$ cat src/rtl/multilane_deserializer.sv
// Multi-lane serial-to-parallel receiver with framing and an output FIFO.
// Each bit_en beat carries LANES bits. frame_sync marks beat 0 of a word.
// A completed word is pushed into a small FIFO that has a valid/ready output.
// Handshake: the head word transfers on any rising edge where out_valid=1
// and out_ready=1. out_valid depends only on FIFO occupancy, never on out_ready.
module multilane_deserializer #(
   parameter int WIDTH      = 32,
   parameter int LANES      = 4,
   parameter int FIFO_DEPTH = 4,
   parameter bit MSB_FIRST  = 1'b0
) (
   input  logic                            clk,
   input  logic                            rst_n,
   input  logic                            bit_en,
   input  logic [LANES-1:0]                serial_data,
   input  logic                            frame_sync,
   output logic [WIDTH-1:0]                out_data,
   output logic                            out_valid,
   input  logic                            out_ready,
   output logic [$clog2(FIFO_DEPTH+1)-1:0] fifo_level,
   output logic                            overflow,
   output logic                            frame_err,
   input  logic                            clear_flags
);
   localparam int BEATS = WIDTH / LANES;
   localparam int CW    = $clog2(BEATS) + 1;
   localparam int LW    = $clog2(FIFO_DEPTH + 1);
   localparam int PW    = (FIFO_DEPTH > 1) ? $clog2(FIFO_DEPTH) : 1;

   typedef enum logic {IDLE = 1'b0, RECV = 1'b1} state_t;

   // state is a named register so checkers can bind to it directly
   state_t           state, state_nxt;
   logic [CW-1:0]    beat_cnt, beat_cnt_nxt;
   logic [WIDTH-1:0] asm_word, asm_nxt, merged, push_word;
   logic             push, frame_evt;

   logic [WIDTH-1:0] mem [FIFO_DEPTH];
   logic [PW-1:0]    rd_ptr, wr_ptr;
   logic [LW-1:0]    count;
   logic             pop, full, do_push, ovf_evt;

   // Write one beat into a word at the slot for beat index k
   function automatic logic [WIDTH-1:0] place(input logic [WIDTH-1:0] base, input int k,
                                              input logic [LANES-1:0] d);
      logic [WIDTH-1:0] w;
      int off;
      w   = base;
      off = MSB_FIRST ? (WIDTH - (k + 1) * LANES) : (k * LANES);
      w[off +: LANES] = d;
      return w;
   endfunction

   // Pointer advance that wraps correctly for non-power-of-two depths
   function automatic logic [PW-1:0] next_ptr(input logic [PW-1:0] p);
      return (p == PW'(FIFO_DEPTH - 1)) ? '0 : p + PW'(1);
   endfunction

   // Framing FSM: next state, beat counter, assembly register and push request
   always_comb begin
      state_nxt    = state;
      beat_cnt_nxt = beat_cnt;
      asm_nxt      = asm_word;
      push         = 1'b0;
      push_word    = '0;
      frame_evt    = 1'b0;
      merged       = place(asm_word, int'(beat_cnt), serial_data);
      if (bit_en) begin
         case (state)
            IDLE: begin
               if (frame_sync) begin
                  if (BEATS == 1) begin
                     push      = 1'b1;
                     push_word = place('0, 0, serial_data);
                     asm_nxt   = '0;
                  end else begin
                     asm_nxt      = place('0, 0, serial_data);
                     beat_cnt_nxt = CW'(1);
                     state_nxt    = RECV;
                  end
               end
            end
            RECV: begin
               if (frame_sync) begin
                  // Early frame start: drop the partial word, restart at beat 0
                  frame_evt    = 1'b1;
                  asm_nxt      = place('0, 0, serial_data);
                  beat_cnt_nxt = CW'(1);
               end else if (beat_cnt == CW'(BEATS - 1)) begin
                  push         = 1'b1;
                  push_word    = merged;
                  asm_nxt      = '0;
                  beat_cnt_nxt = '0;
                  state_nxt    = IDLE;
               end else begin
                  asm_nxt      = merged;
                  beat_cnt_nxt = beat_cnt + CW'(1);
               end
            end
            default: ;
         endcase
      end
   end

   // Framing FSM registers
   always_ff @(posedge clk) begin
      if (!rst_n) begin
         state    <= IDLE;
         beat_cnt <= '0;
         asm_word <= '0;
      end else begin
         state    <= state_nxt;
         beat_cnt <= beat_cnt_nxt;
         asm_word <= asm_nxt;
      end
   end

   assign out_valid  = (count != '0);
   assign fifo_level = count;
   assign full       = (count == LW'(FIFO_DEPTH));
   assign pop        = out_valid & out_ready;
   // A full FIFO still accepts a word when the head leaves on the same edge
   assign do_push    = push & (~full | pop);
   assign ovf_evt    = push & full & ~pop;
   assign out_data   = out_valid ? mem[rd_ptr] : '0;

   // FIFO storage; contents are only visible through the occupancy-gated head
   always_ff @(posedge clk) begin
      if (rst_n && do_push) mem[wr_ptr] <= push_word;
   end

   // FIFO pointers and occupancy
   always_ff @(posedge clk) begin
      if (!rst_n) begin
         rd_ptr <= '0;
         wr_ptr <= '0;
         count  <= '0;
      end else begin
         if (do_push) wr_ptr <= next_ptr(wr_ptr);
         if (pop)     rd_ptr <= next_ptr(rd_ptr);
         case ({do_push, pop})
            2'b10:   count <= count + LW'(1);
            2'b01:   count <= count - LW'(1);
            default: count <= count;
         endcase
      end
   end

   // Sticky error flags; a new event on the clearing edge wins
   always_ff @(posedge clk) begin
      if (!rst_n) begin
         overflow  <= 1'b0;
         frame_err <= 1'b0;
      end else begin
         overflow  <= ovf_evt   | (overflow  & ~clear_flags);
         frame_err <= frame_evt | (frame_err & ~clear_flags);
      end
   end

endmodule

$ cat config.mk
export PLATFORM = sky130hd
export DESIGN_NAME = multilane_deserializer
export DESIGN_NICKNAME = d
export VERILOG_FILES = /design/src/rtl/multilane_deserializer.sv
export SDC_FILE = /design/constraint.sdc
export NUM_CORES = 1
export LEC_CHECK = 0
export CAP_MARGIN = 40
export CORE_MARGIN = 5
export CORE_UTILIZATION = 35
export CTS_BUF_LIST = sky130_fd_sc_hd__clkbuf_2
export DETAILED_ROUTE_END_ITERATION = 10
export HOLD_SLACK_MARGIN = 0.1
export SYNTH_ARGS = -nofsm -noshare
export SYNTH_HDL_FRONTEND = slang
export SYNTH_SLANG_ARGS = --single-unit
$ cat constraint.sdc
create_clock -name clk -period 4 [get_ports clk]
set_input_delay 0.4 -clock clk [delete_from_list [all_inputs] [get_ports clk]]
set_output_delay 0.4 -clock clk [all_outputs]
set_load 0.02 [all_outputs]
-- After elaboration in Yosys (flattened, before gate mapping)
Memory sizes are Yosys's and may differ from the RTL's. A register that Yosys moved wholly into a read port is not among the register bits.
Cells that the tools add are included.
- eq/ne operators: 7
- bitwise logic cells: 13
- multiplexer cells: 31
- reductions and logical operators: 4
- shift operators: 2
- add/subtract/negate cells: 6
- operators with widths (operator ; number):
    2-to-1 mux 32 bit ; 8
    case mux 32 bit (2 select lines) ; 1
    negation 6 -> 33 bit ; 1
    variable shift 4 x 33 -> 32 bit (first input constant) ; 1
    variable part select 4 x 33 -> 32 bit ; 1
    bitwise mux 32 bit ; 1
    2-to-1 mux 4 bit ; 3
    2-to-1 mux 1 bit ; 11
    2-to-1 mux 2 bit ; 4
    case mux 4 bit (2 select lines) ; 1
    AND 1 bit ; 6
    equality test 2 bit (second input constant) ; 3
    case mux 3 bit (2 select lines) ; 1
    adder 2 x 1 -> 2 bit (second input constant) ; 2
    adder 4 x 1 -> 4 bit (second input constant) ; 1
    equality test 4 x 3 -> 1 bit (second input constant) ; 1
    inverter 1 bit ; 4
    adder 3 x 1 -> 3 bit (second input constant) ; 1
    equality test 3 bit (second input constant) ; 1
    OR 1 bit ; 3
    nonzero test 3 bit ; 1
    subtractor 3 x 1 -> 3 bit (second input constant) ; 1
    equality test 2 x 1 -> 1 bit (second input constant) ; 1
    inequality test 2 bit (second input constant) ; 1
    other kinds (4) ; 4
- memory bits (writable): 128
- memories kept: 1
- logic and storage cells: 72
- flip-flop bits (word level): 46
- memories (name ; words ; width ; rd ports ; clocked after memory_dff ; write ports ; line ; source):
    mem ; 4 ; 32 ; 1 ; 1 ; 1 ; 38 ; logic [WIDTH-1:0] mem [FIFO_DEPTH];

-- Longest topological paths before layout
Gate-level depths: netlist of the first run.
- depth after elaboration: 9
- mapped depth: 10
- depth with buffers taken out: 8

-- Worst setup path before layout of the first run
OpenSTA, ideal clock, no wires.
- path type: register -> register
- start point: reg count[0] (netlist: fifo_level[0])
- end point: reg count[2] (netlist: fifo_level[2])
- buffers on the path: 3
- stages on the path, launching flop included: 10
- period minus slack after synthesis: 2.790 ns
- arrival: 2.670 ns
- slack: 1.210 ns
- setup time: 0.120 ns
- cells stage by stage: dfxtp_1 -> clkbuf_1 -> or3_1 -> clkbuf_1 -> clkbuf_1 -> nand3_1 -> fa_1 -> or3_1 -> and3_1 -> o31a_1
- cells in the longest elaborated chain, start to end: 6
- RTL lines (what ; line ; source):
    start: declaration ; 40 ; logic [LW-1:0] count;
    start signal: assignment ; 142 ; 2'b10: count <= count + LW'(1);
    start signal: assignment ; 143 ; 2'b01: count <= count - LW'(1);
    start signal: assignment ; 144 ; default: count <= count;
    nonzero test 3 bit * ; 118 ; assign out_valid = (count != '0);
    via out_valid ; 18 ; output logic out_valid,
    AND 1 bit * ; 121 ; assign pop = out_valid & out_ready;
    OR 1 bit ; 123 ; assign do_push = push & (~full | pop);
    AND 1 bit ; 123 ;
    equality test 2 x 1 -> 1 bit / equality test 2 bit (equally long branches) ; 141 ; case ({do_push, pop})
    case mux 3 bit (2 select lines) / nonzero test 2 bit (equally long branches) ; -- ;
Mark *: on every way through the listed nets, which the timed path passes. The rest lies on a longest branch.
A chain may end at the register's enable or synchronous reset.

==> results of run 1 <==
-- layout make-up --
cell class	instances	area (µm²)	area share (%)
multi-input combinational	308	2554	29.78
antenna	1	2.502	0.02918
timing repair buffer	62	583.1	6.799
inverter	9	33.78	0.3939
sequential	176	4806	56.04
clock buffer	18	90.09	1.050
clock inverter	14	162.7	1.897
tap	275	344.1	4.012
-- layout by cell type (no fill, tap or decap), drive strengths merged, types with 6 or more instances in the layout --
cell type,instances
nand3,8
nor2,42
o21ai,21
a21oi,6
and3,8
dfxtp,48
ha,8
edfxtp,128
clkdlybuf4s50,47
clkbuf,18
nor2b,7
mux2i,34
buf,15
a22o,22
clkinv,9
and2,43
nor3,6
nand2,29
inv,11
mux4,32
-- registers in the layout (all words and copies together) (netlist names), named ones only --
name,flops
state,1
rd_ptr,2
wr_ptr,2
mem,128
fifo_level,3
asm_word,32
overflow,1
frame_err,1
beat_cnt,4
-- report_power, final --
part	switching (mW)	leakage [nW]	internal (mW)	total, mW
clock network	0.617	0.153	0.303	0.920
logic	0.0590	1.01	0.0346	0.0936
registers	0.00518	1.73	1.94	1.94
-- synthesized netlist by cell type, types with 5 or more instances --
library cell	count	area, µm²
and3_1	8	50.05
o21ai_0	17	85.08
and2_1	43	269.0
mux2i_1	34	340.3
buf_2	10	50.05
a32o_1	5	50.05
edfxtp_1	128	3844
nor2b_1	6	37.54
dfxtp_1	48	960.9
buf_1	5	18.77
inv_1	9	33.78
nand2b_1	5	31.28
a21oi_1	5	25.02
nor2_1	42	157.7
clkbuf_1	19	71.32
nand2_1	28	105.1
mux4_2	32	720.7
a22o_1	22	192.7
ha_1	8	100.1
nand3_1	8	40.04
-- routing by layer --
metal	global-route usage, %	vias to the layer above	routed length, µm
met3	3.153	16	504
met1	17.31	2207	7003
li1	-	2081	-
met2	21.91	76	7656
met5	0	-	0
met4	4.421	0	209
-- worst min path at each step --
stage                       startpoint      endpoint  slack, ns  cells after the start
after floorplan           asm_word[24]  asm_word[24]       0.42                      2
after global placement    asm_word[26]  asm_word[26]       0.44                      2
after detailed placement  asm_word[25]  asm_word[25]       0.45                      2
after CTS                  clear_flags     frame_err       0.20                      4
after global routing       clear_flags     frame_err       0.22                      4
final                      clear_flags     frame_err       0.30                      4
-- cells by family after synthesis --
kind of cell | count (synthesis) | synth area share, %
multiplexers | 66 | 14.07
AND/OR/NAND/NOR | 161 | 11.17
buffers and inverters | 44 | 2.406
adder cells (fa/ha/maj) | 9 | 1.593
AO/OA/AOI/OAI | 69 | 6.688
XOR/XNOR | 3 | 0.3486
flip-flops | 176 | 63.72
-- per-stage QoR --
step           util (%)  setup WS, ns  area (µm²)
2_1_floorplan         -         1.210        7540
3_3_place_gp      39.46         1.130        8320
3_5_place_dp      39.46         1.061        8320
4_1_cts           40.66        0.4591        8573
5_1_grt           40.67        0.2759        8576
6_report          40.67        0.6500        8576
-- tightest hold or removal path: stages --
cell             delay (ns)
clkdlybuf4s50_1        0.45
inv_1                  0.05
nand2_1                0.05
a21boi_0               0.07
==> results.py, run 1 <==
metrics = {
    "outcome": {
        "status": "finished clean",
    },
    "critical_path": {
        "worst_ep_arrival_time_ns": 2.95,
        "path_max_fanout": 32,
        "cpLargestDelayFamily": "buffers and inverters",
        "rr_worst_depth": 6,
        "cpPeakStageDelay_ns": 0.59,
        "cp_slowest_cell": "mux4_2",
        "r2r-start": "beat_cnt[0]",
        "critical_path_cell_count": 4,
        "cp_num_buf_inv": 2,
        "endpoint": "out_data[9]",
        "critical_path.cell_chain": "buf_4, mux4_2, and2_1, clkdlybuf4s50_1",
        "rrSetupSlack_ns": 1.33,
        "worstSetupEndpointType": "primary output",
        "critPathRequiredTime_ns": 3.60,
        "reg2reg_to": "mem[2][11]",
        "crit_type": "reg2out",
        "cp-start-kind": "flop",
    },
    "drt": {
        "route.vias.total": 4380,
        "routed_wl_um": 15370,
        "viasPerCell": 5.075,
        "drc": 0,
        "drtIter0Drc": 176,
        "routedWlPerCell_um": 17.81,
        "drt_first_pass_iters": 4,
        "antenna_left": 0,
    },
    "finish": {
        "area_growth_pct": 13.74,
        "n_fill_cell": 1986,
        "nets": 593,
        "fin_cells": 863,
        "drive_above_1_share_pct": 14.65,
    },
    "global_route": {
        "grt_pass1_vias": 4728,
        "grt_use_total_pct": 13.28,
        "grt_start_max_net_pins": 42,
        "overflow": 0,
        "grt_antenna_before_repair": 1,
        "grt_pass1_wl_um": 25060,
    },
    "floorplanning": {
        "initial_core_util_pct": 35.75,
        "die_y_um": 156.8,
        "design.core.area_um2": 21090,
        "rows": 53,
        "die-area_um2": 24580,
        "die_x_um": 156.8,
        "ios": 48,
    },
    "power_and_ir_drop": {
        "p_leak_nw": 2.888,
        "power.density_nw_per_um2": 344.4,
        "vdd.ir_drop.worst_v": 0.0001863,
        "finalPower_mw": 2.954,
    },
    "timing": {
        "final.setup_skew_ns": 0.04212,
        "worstMarginPinSlew_ns": 0.7349,
        "report.final.slew_viol_count": 0,
        "finalCriticalPeriod_ns": 3.350,
        "hold_viol": 0,
        "whs_ns": 0.3026,
        "setup_viol": 0,
        "fin_crit_sh_pct": 83.75,
        "timing.slew.headroom_pct": 50.56,
        "clock.fmax_mhz": 298.5,
        "rsz0062_at_grt": "false",
        "fin_tns_setup_ns": 0,
    },
    "logic_synthesis": {
        "ys_async_sr_fraction_pct": 0,
        "syn_area_um2": 7540,
        "ys_seq_area_share_pct": 63.72,
        "synth_warnings": 0,
        "synth_cells": 528,
        "ys_ff_latch": 176,
        "synth_nets": 547,
        "synth.avg_cell_area_um2": 14.28,
        "synth_edf_count": 128,
        "synth_cell_types": 46,
        "synth_ff_type": "edfxtp_1",
    },
    "clock_network": {
        "post_cts_resized": 0,
        "htreeDepth": 4,
        "cts.path.max_buffers": 2,
        "cts.reportedPaths.clkPinSlew_ns": 0.25,
        "cts_tree": "done",
        "clockRootBuffer": "clkbuf_2",
        "post-cts-setup-buffers": 0,
        "hold_buffers": 0,
        "cts-buffers-inserted": 17,
        "clock-sinks": 176,
        "clk_latency_ns": 0.73,
    },
    "place": {
        "routabilityCongestion": 0.8191,
        "portBuffers": 47,
        "place_inst": 830,
        "post-dp-hpwl_um": 10380,
    },
    "flow_run": {
        "drv_cap": 0,
    },
    "min_path": {
        "hold_class": "in2reg",
    },
}
No activity file was read; power rests on OpenSTA's default activity.
==> run 2: changes to the inputs <==
==> constraint.sdc (replaced) <==
create_clock -name clk -period 3 [get_ports clk]
set_input_delay 0.3 -clock clk [delete_from_list [all_inputs] [get_ports clk]]
set_output_delay 0.3 -clock clk [all_outputs]
set_load 0.02 [all_outputs]
==> run 2 against run 1 <==
Flip-flop and latch count unchanged. Wire length up 3.3%. Non-clock buffer count up 6. Combinational power up 37%. Critical path type unchanged. Highest routed layer unchanged.
==> results.py, run 2 (synthesized netlist as in run 1, its figures left out) <==
metrics = {
    "global_route": {
        "grt_use_total_pct": 13.47,
        "grt_antenna_before_repair": 1,
        "grt_pass1_vias": 4683,
        "grt_start_max_net_pins": 36,
        "overflow": 0,
        "grt_pass1_wl_um": 25380,
    },
    "timing": {
        "rsz0062_at_grt": "false",
        "final.setup_skew_ns": 0.04194,
        "finalCriticalPeriod_ns": 2.737,
        "fin_tns_setup_ns": 0,
        "hold_viol": 0,
        "fin_ws_ns": 0.2627,
        "clock.fmax_mhz": 365.3,
        "fin_crit_sh_pct": 91.24,
        "timing.slew.headroom_pct": 54.67,
        "worstMarginPinSlew_ns": 0.6779,
        "report.final.slew_viol_count": 0,
        "setup_viol": 0,
    },
    "drt": {
        "route.vias.total": 4471,
        "routedWlPerCell_um": 18.24,
        "drtIter0Drc": 322,
        "drc": 0,
        "antenna_left": 0,
        "drt_first_pass_iters": 5,
        "viasPerCell": 5.139,
        "routed_wl_um": 15870,
    },
    "place": {
        "dp_slack_ns": 0.4280,
        "routabilityCongestion": 0.8222,
        "place_inst": 836,
        "portBuffers": 47,
        "post-dp-hpwl_um": 10280,
    },
    "critical_path": {
        "cpPeakStageDelay_ns": 0.55,
        "cp-start-kind": "flop",
        "worstSetupEndpointType": "primary output",
        "crit_type": "reg2out",
        "worst_ep_arrival_time_ns": 2.44,
        "critical_path.cell_chain": "buf_12, mux4_2, and2_1, dlygate4sd2_1",
        "critPathRequiredTime_ns": 2.70,
        "r2r-start": "beat_cnt[0]",
        "path_max_fanout": 25,
        "reg2reg_to": "mem[3][5]",
        "rr_worst_depth": 6,
        "rrSetupSlack_ns": 0.37,
        "cp_slowest_cell": "mux4_2",
    },
    "clock_network": {
        "cts-buffers-inserted": 17,
        "cts.reportedPaths.clkPinSlew_ns": 0.25,
        "clockRootBuffer": "clkbuf_2",
        "cts_tree": "done",
        "cts.path.max_buffers": 2,
        "htreeDepth": 4,
        "hold_buffers": 0,
        "clk_latency_ns": 0.72,
        "clock-sinks": 176,
        "post-cts-setup-buffers": 0,
    },
    "floorplanning": {
        "design.core.area_um2": 21090,
        "die-area_um2": 24580,
        "rows": 53,
        "die_x_um": 156.8,
        "die_y_um": 156.8,
        "ios": 48,
        "initial_core_util_pct": 35.75,
    },
    "finish": {
        "area_growth_pct": 15.00,
        "nets": 599,
        "seq_area_um2": 4811,
        "reg_top3": "mem x128, asm_word x32, beat_cnt x4",
        "fin_cells": 870,
        "layout_commonest_cell": "edfxtp_1",
        "n_fill_cell": 1976,
        "largest_reg_flops": 128,
        "drive_above_1_share_pct": 15.85,
        "multi_input_area_um2": 2554,
        "final_cell_mix": "edfxtp_1, and2_1, dfxtp_1, nor2_1, mux2i_1",
        "largest-register": "mem",
    },
    "flow_run": {
        "drv_cap": 0,
    },
    "min_path": {
        "worstHoldPathCells": 4,
        "holdPathEnd": "frame_err",
        "hold_class": "in2reg",
        "min-delay-start": "clear_flags",
    },
    "power_and_ir_drop": {
        "p_int_mw": 3.188,
        "power.density_nw_per_um2": 469.7,
        "power_frac_seq_pct": 63.5,
        "clockPowerShare_pct": 33.3,
        "vdd.ir_drop.worst_v": 0.0002244,
        "p_sw_share_pct": 21.72,
        "p_leak_nw": 3.186,
        "switchingPower_mw": 0.8847,
        "combPwrFrac_pct": 3.1,
    },
    "outcome": {
        "status": "finished clean",
    },
}
## run 2: cell types whose count changed in the layout (fill, tap and decap cells not counted), sizes merged
cell and change:
clkbuf +1, clkdlybuf4s50 -32, clkinvlp +1, dlygate4sd2 +25
bufinv +2, dlymetal6s2s +7, diode +1, buf +6
clkinv -4
## run 2: area by class of cell
cell class	instances	area share, %
Sequential cell	176	55.48
Multi-Input combinational cell	308	29.45
Timing Repair Buffer	68	7.417
Tap cell	275	3.968
Clock inverter	13	2.136
Clock buffer	19	1.097
Inverter	9	0.3896
Antenna cell	2	0.05772
## run 2: worst max-delay path: cells and delay by family (launching register included)
family        cells  cell delay [ns]
mux               1             0.55
buf+inv           2             0.56
flops             1             0.41
simple gates      1             0.17
## run 2: how the worst max path moves through the flow
stage,startpoint,end,cells after the start
2_1_floorplan,fifo_level[0],fifo_level[2],9
3_3_place_gp,beat_cnt[0],mem[1][10],6
3_5_place_dp,beat_cnt[0],mem[0][9],6
4_1_cts,fifo_level[1],out_data[15],4
5_1_grt,flop,out_data[28],4
6_report,flop,out_data[28],4
## run 2: through the flow
step	area (µm²)	util, %	total power [mW]	hold WS [ns]
finish	8671	41.12	4.073	0.1899
global route	8671	41.12	4.243	0.1205
CTS	8645	40.99	4.121	0.1013
detailed placement	8391	39.79	2.764	0.4446
global placement	8391	39.79	2.762	0.4467
floorplan	7540	-	2.717	0.4244
## run 2: timing repair
| action | 4_1_cts | 5_1_grt |
|---|---|---|
| setup endpoints to repair | 32 | 7 |
| resized for setup | 27 | 10 |
| pin swaps | 0 | 0 |
## run 2: metal layers
| metal | wire length (µm) | vias up | global-route usage [%] |
|---|---|---|---|
| li1 | - | 2089 | - |
| met1 | 6880 | 2261 | 16.82 |
| met2 | 8082 | 97 | 22.79 |
| met3 | 651 | 24 | 3.125 |
| met5 | 0 | - | 0 |
| met4 | 258 | 0 | 5.165 |
## run 2: power groups by stage
stage	registers [mW]	logic (mW)	clock network (mW)
after CTS	2.59	0.126	1.41
after detailed placement	2.64	0.126	0
after global routing	2.59	0.138	1.52
after global placement	2.64	0.124	0
final	2.59	0.128	1.36
after floorplan	2.63	0.0834	0
